$ cat config.mk
export PLATFORM = sky130hd
export DESIGN_NAME = power_mode_ctrl
export DESIGN_NICKNAME = d
export VERILOG_FILES = /design/src/rtl/power_ctrl_pkg.sv /design/src/rtl/power_mode_ctrl_hold_detector.sv /design/src/rtl/power_mode_ctrl.sv
export SDC_FILE = /design/constraint.sdc
export NUM_CORES = 1
export LEC_CHECK = 0
export CORE_UTILIZATION = 50
export DETAILED_ROUTE_END_ITERATION = 8
export PLACE_DENSITY = 0.85
export SLEW_MARGIN = 40
export SYNTH_ARGS = -nofsm -noshare
export SYNTH_HDL_FRONTEND = slang
export SYNTH_SLANG_ARGS = --single-unit
$ cat constraint.sdc
create_clock -name clk -period 1.7 [get_ports clk]
set_clock_uncertainty 0.1 [all_clocks]
set_input_delay 0.255 -clock clk [delete_from_list [all_inputs] [get_ports clk]]
set_output_delay 0.255 -clock clk [all_outputs]
set_load 0.05 [all_outputs]
$ cat src/rtl/power_ctrl_pkg.sv
// Shared encodings and default timing constants for the power/mode controller.
`timescale 1ns/1ps
package power_ctrl_pkg;

    typedef enum logic [1:0] {
        ST_OFF      = 2'd0,
        ST_ON       = 2'd1,
        ST_REL_WAIT = 2'd2
    } pwr_state_e;

    typedef enum logic [1:0] {
        MODE_MANUAL = 2'd0,
        MODE_SEMI   = 2'd1,
        MODE_AUTO   = 2'd2
    } drive_mode_e;

    localparam int unsigned PRESS_CYCLES_DEF = 50;
    localparam int unsigned DEB_CYCLES_DEF   = 4;
    localparam logic [31:0] IDLE_CYCLES_DEF  = 32'd100_000_000;
    localparam int unsigned IDLE_W           = 32;

    // Mode rotation manual -> semi-auto -> auto -> manual.
    function automatic drive_mode_e next_mode(input drive_mode_e m);
        case (m)
            MODE_MANUAL: return MODE_SEMI;
            MODE_SEMI:   return MODE_AUTO;
            default:     return MODE_MANUAL;
        endcase
    endfunction

endpackage

$ cat src/rtl/power_mode_ctrl_hold_detector.sv
// hold_detector: one-cycle strobe on the Nth consecutive high cycle of level.
// The strobe is combinational so the consumer acts on the same edge the count reaches N.
`timescale 1ns/1ps
module hold_detector #(
    parameter int unsigned N = 4
) (
    input  logic clk,
    input  logic rst_n,
    input  logic level,
    output logic strobe_c
);

    localparam int unsigned CW = $clog2(N + 1);

    logic [CW-1:0] cnt_q;
    logic [CW-1:0] cnt_d;

    // Saturating run-length counter; a low cycle clears it and re-arms the strobe.
    always_comb begin
        cnt_d = cnt_q;
        if (!level) begin
            cnt_d = '0;
        end else if (cnt_q != CW'(N)) begin
            cnt_d = cnt_q + CW'(1);
        end
    end

    always_ff @(posedge clk or negedge rst_n) begin
        if (!rst_n) begin
            cnt_q <= '0;
        end else begin
            cnt_q <= cnt_d;
        end
    end

    assign strobe_c = level && (cnt_q == CW'(N - 1));

endmodule

$ cat src/rtl/power_mode_ctrl.sv
// Power/drive-mode controller: long press toggles power, mode button rotates drive mode.
// Optional auto power-off on inactivity is enabled with macro POWER_IDLE_TIMEOUT_EN.
`timescale 1ns/1ps
module power_mode_ctrl
    import power_ctrl_pkg::*;
#(
    parameter int unsigned PRESS_CYCLES = PRESS_CYCLES_DEF,
    parameter int unsigned DEB_CYCLES   = DEB_CYCLES_DEF,
    parameter logic [31:0] IDLE_CYCLES  = IDLE_CYCLES_DEF
) (
    input  logic       clk,
    input  logic       rst_n,
    input  logic       btn_power,
    input  logic       btn_mode,
    input  logic       activity,
    output logic       power_on,
    output logic [1:0] mode,
    output logic [1:0] state,
    output logic       pwr_evt
);

    pwr_state_e  state_q, state_d;
    drive_mode_e mode_q, mode_d;
    logic        power_on_q, power_on_d;
    logic        pwr_evt_q, pwr_evt_d;
    logic        pwr_long_c;
    logic        mode_strb_c;
    logic        idle_fire_c;

    hold_detector #(.N(PRESS_CYCLES)) u_power_hold (
        .clk      (clk),
        .rst_n    (rst_n),
        .level    (btn_power),
        .strobe_c (pwr_long_c)
    );

    hold_detector #(.N(DEB_CYCLES)) u_mode_hold (
        .clk      (clk),
        .rst_n    (rst_n),
        .level    (btn_mode),
        .strobe_c (mode_strb_c)
    );

`ifdef POWER_IDLE_TIMEOUT_EN
    logic [IDLE_W-1:0] idle_q, idle_d;
    logic              busy_c;

    assign busy_c      = activity || btn_power || btn_mode;
    assign idle_fire_c = (state_q == ST_ON) && !busy_c && (idle_q == IDLE_CYCLES - 32'd1);

    // Counts quiet cycles in ON only; anything else restarts the count.
    always_comb begin
        idle_d = '0;
        if ((state_q == ST_ON) && !busy_c && !idle_fire_c) begin
            idle_d = idle_q + IDLE_W'(1);
        end
    end

    always_ff @(posedge clk or negedge rst_n) begin
        if (!rst_n) begin
            idle_q <= '0;
        end else begin
            idle_q <= idle_d;
        end
    end
`else
    logic unused_idle_c;

    assign idle_fire_c   = 1'b0;
    assign unused_idle_c = ^{activity, IDLE_CYCLES};
`endif

    // Next-state logic; a power long press outranks a same-edge mode event.
    always_comb begin
        state_d    = state_q;
        power_on_d = power_on_q;
        mode_d     = mode_q;
        case (state_q)
            ST_OFF: begin
                if (pwr_long_c) begin
                    power_on_d = 1'b1;
                    mode_d     = MODE_MANUAL;
                    state_d    = ST_REL_WAIT;
                end
            end
            ST_ON: begin
                if (pwr_long_c) begin
                    power_on_d = 1'b0;
                    state_d    = ST_REL_WAIT;
                end else if (idle_fire_c) begin
                    power_on_d = 1'b0;
                    state_d    = ST_OFF;
                end else if (mode_strb_c) begin
                    mode_d = next_mode(mode_q);
                end
            end
            ST_REL_WAIT: begin
                if (!btn_power) begin
                    state_d = power_on_q ? ST_ON : ST_OFF;
                end
            end
            default: begin
                state_d    = ST_OFF;
                power_on_d = 1'b0;
            end
        endcase
        pwr_evt_d = power_on_d ^ power_on_q;
    end

    always_ff @(posedge clk or negedge rst_n) begin
        if (!rst_n) begin
            state_q    <= ST_OFF;
            power_on_q <= 1'b0;
            mode_q     <= MODE_MANUAL;
            pwr_evt_q  <= 1'b0;
        end else begin
            state_q    <= state_d;
            power_on_q <= power_on_d;
            mode_q     <= mode_d;
            pwr_evt_q  <= pwr_evt_d;
        end
    end

    assign power_on = power_on_q;
    assign mode     = mode_q;
    assign state    = state_q;
    assign pwr_evt  = pwr_evt_q;

endmodule

Word-level counts from Yosys, hierarchy flattened
Cells that the tools add are included.
{"block": "op_classes", "add_sub_neg": 2, "n_eq_ne": 14, "n_mux": 16, "bitwise_logic": 1, "n_reduce_logical": 8}
{"cell": "2-to-1 mux 6 bit", "count": 2}
{"cell": "case mux 2 bit (2 select lines)", "count": 3}
{"cell": "2-to-1 mux 2 bit", "count": 5}
{"cell": "!= test 2 bit, second input constant", "count": 4}
{"cell": "adder 6 x 1 -> 6 bit, second input constant", "count": 1}
{"cell": "equality test 6 bit, second input constant", "count": 1}
{"cell": "2-to-1 mux 3 bit", "count": 2}
{"cell": "!= test 2 x 1 -> 1 bit, second input constant", "count": 3}
{"cell": "!= test 6 bit, second input constant", "count": 1}
{"cell": "equality test 2 x 1 -> 1 bit, second input constant", "count": 2}
{"cell": "logical NOT 2 bit", "count": 2}
{"cell": "AND reduction 4 bit", "count": 1}
{"cell": "adder 3 x 1 -> 3 bit, second input constant", "count": 1}
{"cell": "equality test 3 x 2 -> 1 bit, second input constant", "count": 1}
{"cell": "2-to-1 mux 1 bit", "count": 3}
{"cell": "!= test 3 bit, second input constant", "count": 1}
{"cell": "case mux 1 bit (3 select lines)", "count": 1}
{"cell": "equality test 2 bit, second input constant", "count": 1}
{"cell": "logical AND 1 bit", "count": 2}
{"cell": "AND reduction 2 bit", "count": 1}
{"cell": "nonzero test 2 bit", "count": 1}
{"cell": "OR reduction 2 bit", "count": 1}
{"cell": "bitwise XOR 1 bit", "count": 1}
{"block": "totals", "ff_bits": 15, "input_bits": 5, "output_inout_bits": 6, "wordCells": 47}

Depth between registers and ports, before layout
Gate-level depths: netlist of the first run.
{"block": "logic_depth", "word_depth": 5, "depth_mapped": 5, "ltp_nobuf": 5}

Hierarchy
From an unflattened synthesis of the first run, not the netlist that was laid out.
{"block": "hier_totals", "cells_unflattened": 79, "area_unflattened_um2": 815.8}
{"mod": "hold_detector at u_power_hold", "n_inst": 1, "cells_per_inst": 34, "area_each_um2": 344.1, "seq_area_each_um2": 150.1}
{"mod": "power_mode_ctrl", "n_inst": 1, "cells_per_inst": 27, "area_each_um2": 294.0, "seq_area_each_um2": 150.1}
{"mod": "hold_detector at u_mode_hold", "n_inst": 1, "cells_per_inst": 18, "area_each_um2": 177.7, "seq_area_each_um2": 75.1}

Least setup slack after synthesis of the first run
No wires, ideal clock.
{"block": "synth_path", "kind": "reg-to-reg", "from": "register state_q[1], in the netlist state[1]", "to": "register mode_q[1], in the netlist mode[1]", "setup_ns": 0.129, "t_arrival_ns": 1.393, "required_time_ns": 1.471, "path_slack_ns": 0.078, "path_stages_with_launch": 5, "path_buffers": 1, "period_less_slack_ns": 1.622, "cell_sequence": "dfrtp_1 clkbuf_1 nand4b_1 mux2i_1 o22ai_1"}
{"block": "synth_between", "elab_chain_len": 3, "word_cells_on_any_way": 8, "cone_classes": "4 x eq/ne; 1 x mux; 3 x reduce/logical"}
{"element": "from (decl)", "line": "power_mode_ctrl.sv:22", "rtl": "pwr_state_e state_q, state_d;"}
{"element": "from (signal assigned)", "line": "power_mode_ctrl.sv:117", "rtl": "state_q <= state_d;"}
{"element": "equality test 2 x 1 -> 1 bit / logical NOT 2 bit (equally long branches)", "line": "power_mode_ctrl.sv:78", "rtl": "case (state_q)"}
{"element": "!= test 2 bit (no source line) / nonzero test 2 bit (equally long branches)"}
{"element": "AND reduction 4 bit (no source line)"}
{"element": "to (signal assigned)", "line": "power_mode_ctrl.sv:119", "rtl": "mode_q <= mode_d;"}
{"element": "to (decl)", "line": "power_mode_ctrl.sv:23", "rtl": "drive_mode_e mode_q, mode_d;"}
Several ways; a longest one is shown, not always the timed one.
A chain may end at the register's enable or synchronous reset.

Worst setup path after layout of the first run
{"block": "layout_path", "from": "register u_power_hold.cnt_q[2]", "to": "register state_q[0], in the netlist state[0]"}
{"block": "layout_between", "elab_chain_len": 4}
{"element": "from (decl)", "line": "power_mode_ctrl_hold_detector.sv:15", "rtl": "logic [CW-1:0] cnt_q;"}
{"element": "from (signal assigned)", "line": "power_mode_ctrl_hold_detector.sv:32", "rtl": "cnt_q <= cnt_d;"}
{"element": "equality test 6 bit", "line": "power_mode_ctrl_hold_detector.sv:36", "rtl": "assign strobe_c = level && (cnt_q == CW'(N - 1));"}
{"element": "logical AND 1 bit", "line": "power_mode_ctrl_hold_detector.sv:36"}
{"element": "!= test 2 x 1 -> 1 bit (no source line)"}
{"element": "AND reduction 2 bit (no source line)"}
Every way passes these cells.

==> results of run 1 <==
==> cells in the mapped netlist <==
master	number
dfrtp_1	15
inv_1	10
ha_1	6
nand3_1	6
nand2_1	5
nor2_1	5
a21boi_0	3
o22ai_1	3
a21oi_1	2
clkbuf_1	2
mux2i_1	2
nor2b_1	2
o21ai_0	2
or3_1	2
xor2_1	2
a211o_1	1
a21oi_2	1
a22o_1	1
a311oi_1	1
a31oi_1	1
a41oi_1	1
and2_1	1
and3_4	1
and4bb_1	1
buf_6	1
nand2b_1	1
nand3b_1	1
nand4_1	1
nand4b_1	1
nor3b_1	1
o311ai_2	1
xnor2_1	1
==> area by class of cell <==
class / count / share of cell area
Timing Repair Buffer: 10 / 0.110
Clock buffer: 3 / 0.0231
Multi-Input combinational cell: 56 / 0.418
Tap cell: 16 / 0.0205
Clock inverter: 1 / 0.00513
Sequential cell: 15 / 0.385
Inverter: 10 / 0.0385
==> stage by stage <==
stage	power, uW	util
3_3_place_gp	576	0.615
3_5_place_dp	595	0.615
6_report	790	0.633
4_1_cts	799	0.633
2_1_floorplan	540	-
5_1_grt	845	0.633
==> cells in the final DEF, fill, tap and decap left out, drive strengths merged <==
cell type / instances
nor3b: 1
buf: 7
xnor2: 1
nand2: 5
ha: 6
and4bb: 1
nand3b: 1
nand4b: 1
clkdlybuf4s50: 3
nor2: 5
o21ai: 2
nand3: 6
clkbuf: 3
and2: 1
and3: 1
dfrtp: 15
o311ai: 1
or3: 2
a21oi: 3
a31oi: 1
o22ai: 3
clkinv: 1
a211o: 1
mux2i: 2
inv: 10
a21boi: 3
nand4: 1
a311oi: 1
nor2b: 2
a41oi: 1
a22o: 1
xor2: 2
nand2b: 1
==> worst max-delay path: cells and delay by family (launching register included) <==
kind | cells | cell delay [ps]
DFF | 1 | 440
AOI/OAI and AO/OA | 1 | 230
and+or+nand+nor | 2 | 660
==> layer usage <==
layer  track usage  up-vias
met1         0.223      314
met4        0.0727        0
met3        0.0383        4
met5             0        -
li1              -      314
met2         0.355       13
==> cell families after synthesis <==
family / synth area share
compound gates: 0.152
xor+xnor: 0.0313
fa+ha+maj: 0.0894
flops: 0.447
buf+inv: 0.0671
simple gates: 0.189
mux: 0.0238
==> registers in the layout (all words and copies together), names as in the netlist <==
name,count
mode,2
power_on,1
pwr_evt,1
state,2
u_mode_hold.cnt_q,3
u_power_hold.cnt_q,6
==> worst min path at each step <==
stage	from	endpoint	cells past startpoint
final	rst_n	u_mode_hold.cnt_q[0]$_DFFE_PN0P_	2
after global routing	rst_n	u_mode_hold.cnt_q[0]$_DFFE_PN0P_	2
after CTS	rst_n	u_mode_hold.cnt_q[0]$_DFFE_PN0P_	2
after detailed placement	mode[0]$_DFFE_PN0P_	mode[0]$_DFFE_PN0P_	2
after global placement	u_power_hold.cnt_q[5]$_DFFE_PN0P_	u_power_hold.cnt_q[5]$_DFFE_PN0P_	2
after floorplan	rst_n	mode[0]$_DFFE_PN0P_	0
==> where the power goes <==
part / switching (uW) / leakage [uW] / internal, uW
registers: 30.3 / 0.000199 / 393
clock network: 118 / 0.0000177 / 87.4
logic: 88.8 / 0.000228 / 72.2
==> out/metrics.yaml, run 1 <==
antenna_found_initial: 0
numClockSinks: 15
syn_avg_cell_area_sq_um: 9.99
setup_violations: 0
wl_met3_um: 57
cts-htree-levels: 1
routabilityCongestion: 0.703
wl_met2_um: 787
syn_to_final_growth_pct: 16.2
dieArea_sq_mm: 0.00185
regToRegSetupSlack_ps: 160
route.vias.total: 645
yosys_warnings: 0
ir_drop_uv: 472
setup_tns_ps: 0
synthTopCellsByArea: "dfrtp_1 (45%), ha_1 (8.9%), inv_1 (4.5%)"
post_cts_resized: 0
synth_cell_types: 32
cts_hold_buf: 0
finalHoldViolations: 0
synthCells: 84
slew_headroom: 0.749
insertion_delay_ps: 290
endpoint: "state[0]$_DFFE_PN0P_"
ys_seq_area_frac: 0.447
tightest_slew_ps: 377
finalCritPeriodShare: 0.908
crit_chain: "and4bb_1, nand3_1, a22o_1"
fmax_mhz: 648
drt_wl_total_um: 1540
arrival_ps: 1620
post_drt_wl_per_cell_um: 13.9
power.leakage_uw: 0.000445
reg2reg_depth: 3
grt_max_degree: 16
final_nets: 107
crit_start: "u_power_hold.cnt_q[2]$_DFFE_PN0P_"
antenna_cells: 0
cts.reportedPaths.clkPinSlew_ps: 90
drc: 0
gr-total-overflow: 0
routed.top_layer: "met4"
timing.rr.start: "u_power_hold.cnt_q[2]$_DFFE_PN0P_"
numCtsBuffers: 3
cts_tree: "done"
cts.path.max_buffers: 2
drtIter0Drc: 11
start_kind: "register"
syn_nets: 95
r2r-end: "state[0]$_DFFE_PN0P_"
setup_ws_ps: 156
multi_input_area_sq_um: 408
drv_slew: 0
critPathMaxFanout: 10
grt.total_usage: 0.195
rsz0062_at_grt: "false"
required_ps: 1780
p_per_area_mw_per_mm2: 810
fillCellCount: 133
ys_ff_latch: 15
max_stage_delay_ps: 490
rows: 14
core_region_area_sq_mm: 0.00154
cap_violations: 0
seq_area_sq_um: 375
initial_utilization: 0.545
die_w_um: 43.0
grt_pass1_vias: 642
end_kind: "register"
placed_area_sq_um: 948
root_buffer: "clkbuf_4"
drt-pass1-iter-count: 4
synth_largest_area_cell: "dfrtp_1"
route.layer.met1.wl_um: 672
final_cells: 111
io_buffers: 9
vias_per_cell: 5.81
synth_top_area_share: 0.447
cpMaxStageDelayCell: "and4bb_1"
outcome: "completed"
synthesis.area_sq_um: 840
die_h_um: 43.0
drtAntennaViolNets: 0
grt_pass1_wl_um: 2680
hold_ws_ps: 178
finalWorstPathRequiredPeriod_ps: 1540
path_class: "register to register"
drive_above_1_share: 0.147
dpl_worst_slack_ps: 147
hp-class: "primary input to asynchronous set/reset pin"
dpl.cell_count: 107
dp_hpwl_um: 1160
ios: 11
fin_area_sq_um: 976
postCtsSetupRepairBufs: 0
Power figures use the tool's default switching activity.
==> run 2: changes to the inputs <==
--- a/config.mk
+++ b/config.mk
@@ -7,6 +7,7 @@
 export LEC_CHECK = 0
 export CORE_UTILIZATION = 50
 export DETAILED_ROUTE_END_ITERATION = 8
+export GPL_TIMING_DRIVEN = 0
 export PLACE_DENSITY = 0.85
 export SLEW_MARGIN = 40
 export SYNTH_ARGS = -nofsm -noshare
==> run 2 against run 1 <==
- sequential power about the same
- routed wire length is 0.78% lower
- cell area shrank 2.1%
- sequential share of layout area increased by 0.81 points
- die area stayed put
- largest cell class unchanged
==> out/metrics.yaml, run 2 (synthesis gave the netlist of run 1 again) <==
outcome: "completed"
dpl.cell_count: 108
gr-total-overflow: 0
final_util: 0.620
cts_tree: "done"
slew_headroom: 0.546
postCtsSetupRepairBufs: 0
antenna_found_initial: 0
grt_max_degree: 16
drt_wl_total_um: 1530
top_register: "u_power_hold.cnt_q"
route.vias.total: 651
critPathMaxFanout: 5
setup_ws_ps: 95.9
required_ps: 1340
drive_above_1_share: 0.0938
timing.rr.start: "u_mode_hold.cnt_q[1]$_DFFE_PN0P_"
final_common_cell: "dfrtp_1"
power.leakage_uw: 0.000448
tightest_slew_ps: 680
insertion_delay_ps: 280
grt_pass1_wl_um: 2640
arrival_ps: 1250
ios: 11
finalHoldViolations: 0
finalWorstPathRequiredPeriod_ps: 1600
drt-pass1-iter-count: 4
worstHoldStart: "btn_power"
setup_tns_ps: 0
r2r-end: "mode[1]$_DFFE_PN0P_"
rsz0062_at_grt: "false"
top_regs: "u_power_hold.cnt_q: 6 flops, u_mode_hold.cnt_q: 3 flops"
initial_utilization: 0.545
dp_hpwl_um: 1130
drtAntennaViolNets: 0
root_buffer: "clkbuf_4"
post_drt_wl_per_cell_um: 13.6
drv_slew: 0
drc: 0
die_h_um: 43.0
core_region_area_sq_mm: 0.00154
cpMaxStageDelayCell: "dlygate4sd2_1"
die_w_um: 43.0
ir_drop_uv: 648
cap_violations: 0
cts-htree-levels: 1
crit_family: "buffers and inverters"
vias_per_cell: 5.81
dpl_worst_slack_ps: 33.2
grt_pass1_vias: 626
numClockSinks: 15
final_cell_mix: "dfrtp_1 (15), inv_1 (10), nand3_1 (6), ha_1 (6)"
final_cells: 112
fmax_mhz: 623
path_buf_inv: 1
path_class: "register to output pin"
numCtsBuffers: 3
reg2reg_depth: 5
grt.total_usage: 0.192
finalCritPeriodShare: 0.944
cts_hold_buf: 0
syn_to_final_growth_pct: 13.9
antenna_cells: 0
max_stage_delay_ps: 550
hold_end: "state[1]$_DFFE_PN0P_"
p_per_area_mw_per_mm2: 825
start_kind: "register"
largest_register_ffs: 6
routabilityCongestion: 0.693
dieArea_sq_mm: 0.00185
fillCellCount: 144
setup_violations: 0
rows: 14
crit_chain: "dlygate4sd2_1"
end_kind: "output pin"
final_nets: 108
io_buffers: 8
drtIter0Drc: 6
cts.reportedPaths.clkPinSlew_ps: 100
hp-class: "primary input to register"
hold_depth: 3
cts.path.max_buffers: 2
regToRegSetupSlack_ps: 250
==> run 2: cell type report <==
| type | instances | area, sq um | share of cell area |
|---|---|---|---|
| Multi-Input combinational cell | 56 | 408 | 0.427 |
| Sequential cell | 15 | 375 | 0.393 |
| Timing Repair Buffer | 8 | 68.8 | 0.0720 |
| Inverter | 10 | 37.5 | 0.0393 |
| Clock buffer | 3 | 22.5 | 0.0236 |
| Tap cell | 16 | 20.0 | 0.0209 |
| Buffer | 3 | 18.8 | 0.0196 |
| Clock inverter | 1 | 5.00 | 0.00524 |
==> run 2: per-stage QoR <==
stage / instance area (sq um) / power (uW) / hold slack (ps)
after floorplan: 840 / 540 / -141
after global placement: 940 / 573 / 428
after detailed placement: 940 / 595 / 458
after CTS: 961 / 799 / 258
after global routing: 956 / 849 / 307
final: 956 / 789 / 268
==> run 2: where the power goes <==
| part | switching, uW | internal, uW |
|---|---|---|
| logic | 90.0 | 68.6 |
| clock network | 117 | 87.2 |
| registers | 32.9 | 393 |
| total | 240 | 549 |
==> run 2: worst max-delay path by stage <==
stage / cells past startpoint / startpoint / end
3_3_place_gp: 1 / state[0]$_DFFE_PN0P_ / state[0]
2_1_floorplan: 4 / state[1]$_DFFE_PN0P_ / mode[1]$_DFFE_PN0P_
5_1_grt: 1 / mode[1]$_DFFE_PN0P_ / mode[1]
3_5_place_dp: 1 / state[0]$_DFFE_PN0P_ / state[0]
6_report: 1 / power_on$_DFF_PN0_ / power_on
4_1_cts: 1 / state[0]$_DFFE_PN0P_ / state[0]
==> run 2: per-layer routing <==
| layer | global-route usage | share of wire | vias to the layer above |
|---|---|---|---|
| met3 | 0.0511 | 0.034 | 2 |
| met5 | 0 | 0 | - |
| met2 | 0.358 | 0.53 | 11 |
| met1 | 0.219 | 0.42 | 319 |
| met4 | 0.0364 | 0.010 | 0 |
| li1 | - | - | 319 |
==> run 2: timing repair <==
item / 4_1_cts / 5_1_grt
pin swaps: 0 / 0
resized for setup: 7 / 1
endpoints found under the hold margin: 0 / 0
endpoints found under the setup margin: 6 / 1
gates cloned: 0 / 0
==> run 3: changes to the inputs <==
--- a/config.mk
+++ b/config.mk
@@ -5,6 +5,7 @@
 export SDC_FILE = /design/constraint.sdc
 export NUM_CORES = 1
 export LEC_CHECK = 0
+export CAP_MARGIN = 20
 export CORE_UTILIZATION = 50
 export DETAILED_ROUTE_END_ITERATION = 8
 export GPL_TIMING_DRIVEN = 0
==> constraint.sdc (replaced) <==
create_clock -name clk -period 1.5 [get_ports clk]
set_clock_uncertainty 0.1 [all_clocks]
set_input_delay 0.225 -clock clk [delete_from_list [all_inputs] [get_ports clk]]
set_output_delay 0.225 -clock clk [all_outputs]
set_load 0.05 [all_outputs]
==> run 3 against run 2 <==
- utilization increased by 1.3 points
- total power is 16% higher
- via count shrank 2.5%
- worst hold slack got worse by 34 ps
- combinational power increased by 29%
==> out/metrics.yaml, run 3 (synthesis gave the netlist of run 1 again) <==
final_util: 0.633
setup_tns_ps: 0
drt-pass1-iter-count: 4
critPathMaxFanout: 2
cts.path.max_buffers: 2
rsz0062_at_grt: "false"
seq_power_share: 0.529
placed_area_sq_um: 941
post_drt_wl_per_cell_um: 12.8
power.leakage_uw: 0.000441
path_class: "register to output pin"
cts_tree: "done"
drtAntennaViolNets: 0
final_common_cell: "dfrtp_1"
syn_to_final_growth_pct: 16.2
numClockSinks: 15
drt_wl_total_um: 1450
ios: 11
vias_per_cell: 5.62
insertion_delay_ps: 280
setup_violations: 0
die_w_um: 43.0
ir_drop_uv: 732
top_regs: "u_power_hold.cnt_q: 6 flops, u_mode_hold.cnt_q: 3 flops"
setup_ws_ps: 47.9
tightest_slew_ps: 660
slew_headroom: 0.558
outcome: "completed"
cts-htree-levels: 1
initial_utilization: 0.545
required_ps: 1170
dp_hpwl_um: 1040
drv_slew: 0
dpl_worst_slack_ps: -135
core_region_area_sq_mm: 0.00154
cpMaxStageDelayCell: "clkdlybuf4s15_1"
grt.total_usage: 0.188
fmax_mhz: 689
grt_pass1_wl_um: 2570
fin_area_sq_um: 976
finalWorstPathRequiredPeriod_ps: 1450
gr-total-overflow: 0
rows: 14
start_kind: "register"
drive_above_1_share: 0.155
crit_chain: "clkdlybuf4s15_1"
max_stage_delay_ps: 490
seq_area_sq_um: 377
antenna_found_initial: 0
top_register: "u_power_hold.cnt_q"
drtIter0Drc: 7
finalCritPeriodShare: 0.968
end_kind: "output pin"
cts_hold_buf: 0
multi_input_area_sq_um: 410
dpl.cell_count: 108
die_h_um: 43.0
crit_family: "buffers and inverters"
root_buffer: "clkbuf_4"
cts.reportedPaths.clkPinSlew_ps: 90
clkPwrFrac: 0.246
hp-class: "primary input to register"
route.vias.total: 635
final_nets: 109
intPower_uw: 642
switchingPower_uw: 270
final_cell_mix: "dfrtp_1 (14), inv_1 (10), nand3_1 (6)"
fillCellCount: 133
finalHoldViolations: 0
routabilityCongestion: 0.764
path_buf_inv: 1
numCtsBuffers: 3
io_buffers: 8
p_sw_frac: 0.297
antenna_cells: 0
dieArea_sq_mm: 0.00185
largest_register_ffs: 6
grt_max_degree: 16
arrival_ps: 1130
drc: 0
p_per_area_mw_per_mm2: 934
grt_pass1_vias: 603
final_cells: 113
combPwrFrac: 0.225
cap_violations: 0
run 3: final cells by class:
cell class | count | area share
clock buffers | 4 | 0.0269
repair buffers | 9 | 0.0872
inverters | 10 | 0.0385
plain buffers | 3 | 0.0205
well taps | 16 | 0.0205
flip-flops and latches | 15 | 0.386
multi-input cells | 56 | 0.421
run 3: per-stage QoR:
stage	hold slack [ps]	total power (uW)
floorplan	-171	612
detailed placement	450	671
finish	234	912
CTS	216	900
global route	255	984
global placement	432	649
run 3: what timing repair did:
item,in CTS,in global routing
resized for setup,16,4
buffers inserted,0,1
setup endpoints to repair,6,3
pin swaps,0,1
run 3: power groups by stage:
stage	sequential, uW	clock [uW]	combinational (uW)
global route	489	251	243
global placement	485	0	164
finish	483	225	205
detailed placement	489	0	182
floorplan	485	0	127
CTS	481	236	183
run 3: worst min-delay path, stage by stage:
cell,delay (ps)
clkbuf_1,160
nand3b_1,120
o21ai_0,70
run 3: final timing paths:
kind	slack, ps	endpoint	from	cells after the start
setup / recovery	50	state[1]	state[1]$_DFFE_PN0P_	1
hold / removal	230	state[1]$_DFFE_PN0P_	btn_power	3
setup reg to reg	100	mode[0]$_DFFE_PN0P_	u_mode_hold.cnt_q[0]$_DFFE_PN0P_	5
hold reg to reg	460	u_power_hold.cnt_q[5]$_DFFE_PN0P_	u_power_hold.cnt_q[5]$_DFFE_PN0P_	2
max in group asynchronous	600	state[1]$_DFFE_PN0P_	rst_n	1
min in group asynchronous	250	mode[0]$_DFFE_PN0P_	rst_n	1
run 3: per-layer routing:
metal,part of all wire,vias to the layer above,track usage
met5,0,-,0
met4,0.0097,0,0.0727
met3,0.027,2,0.0255
met2,0.51,9,0.300
met1,0.46,306,0.260
li1,-,318,-
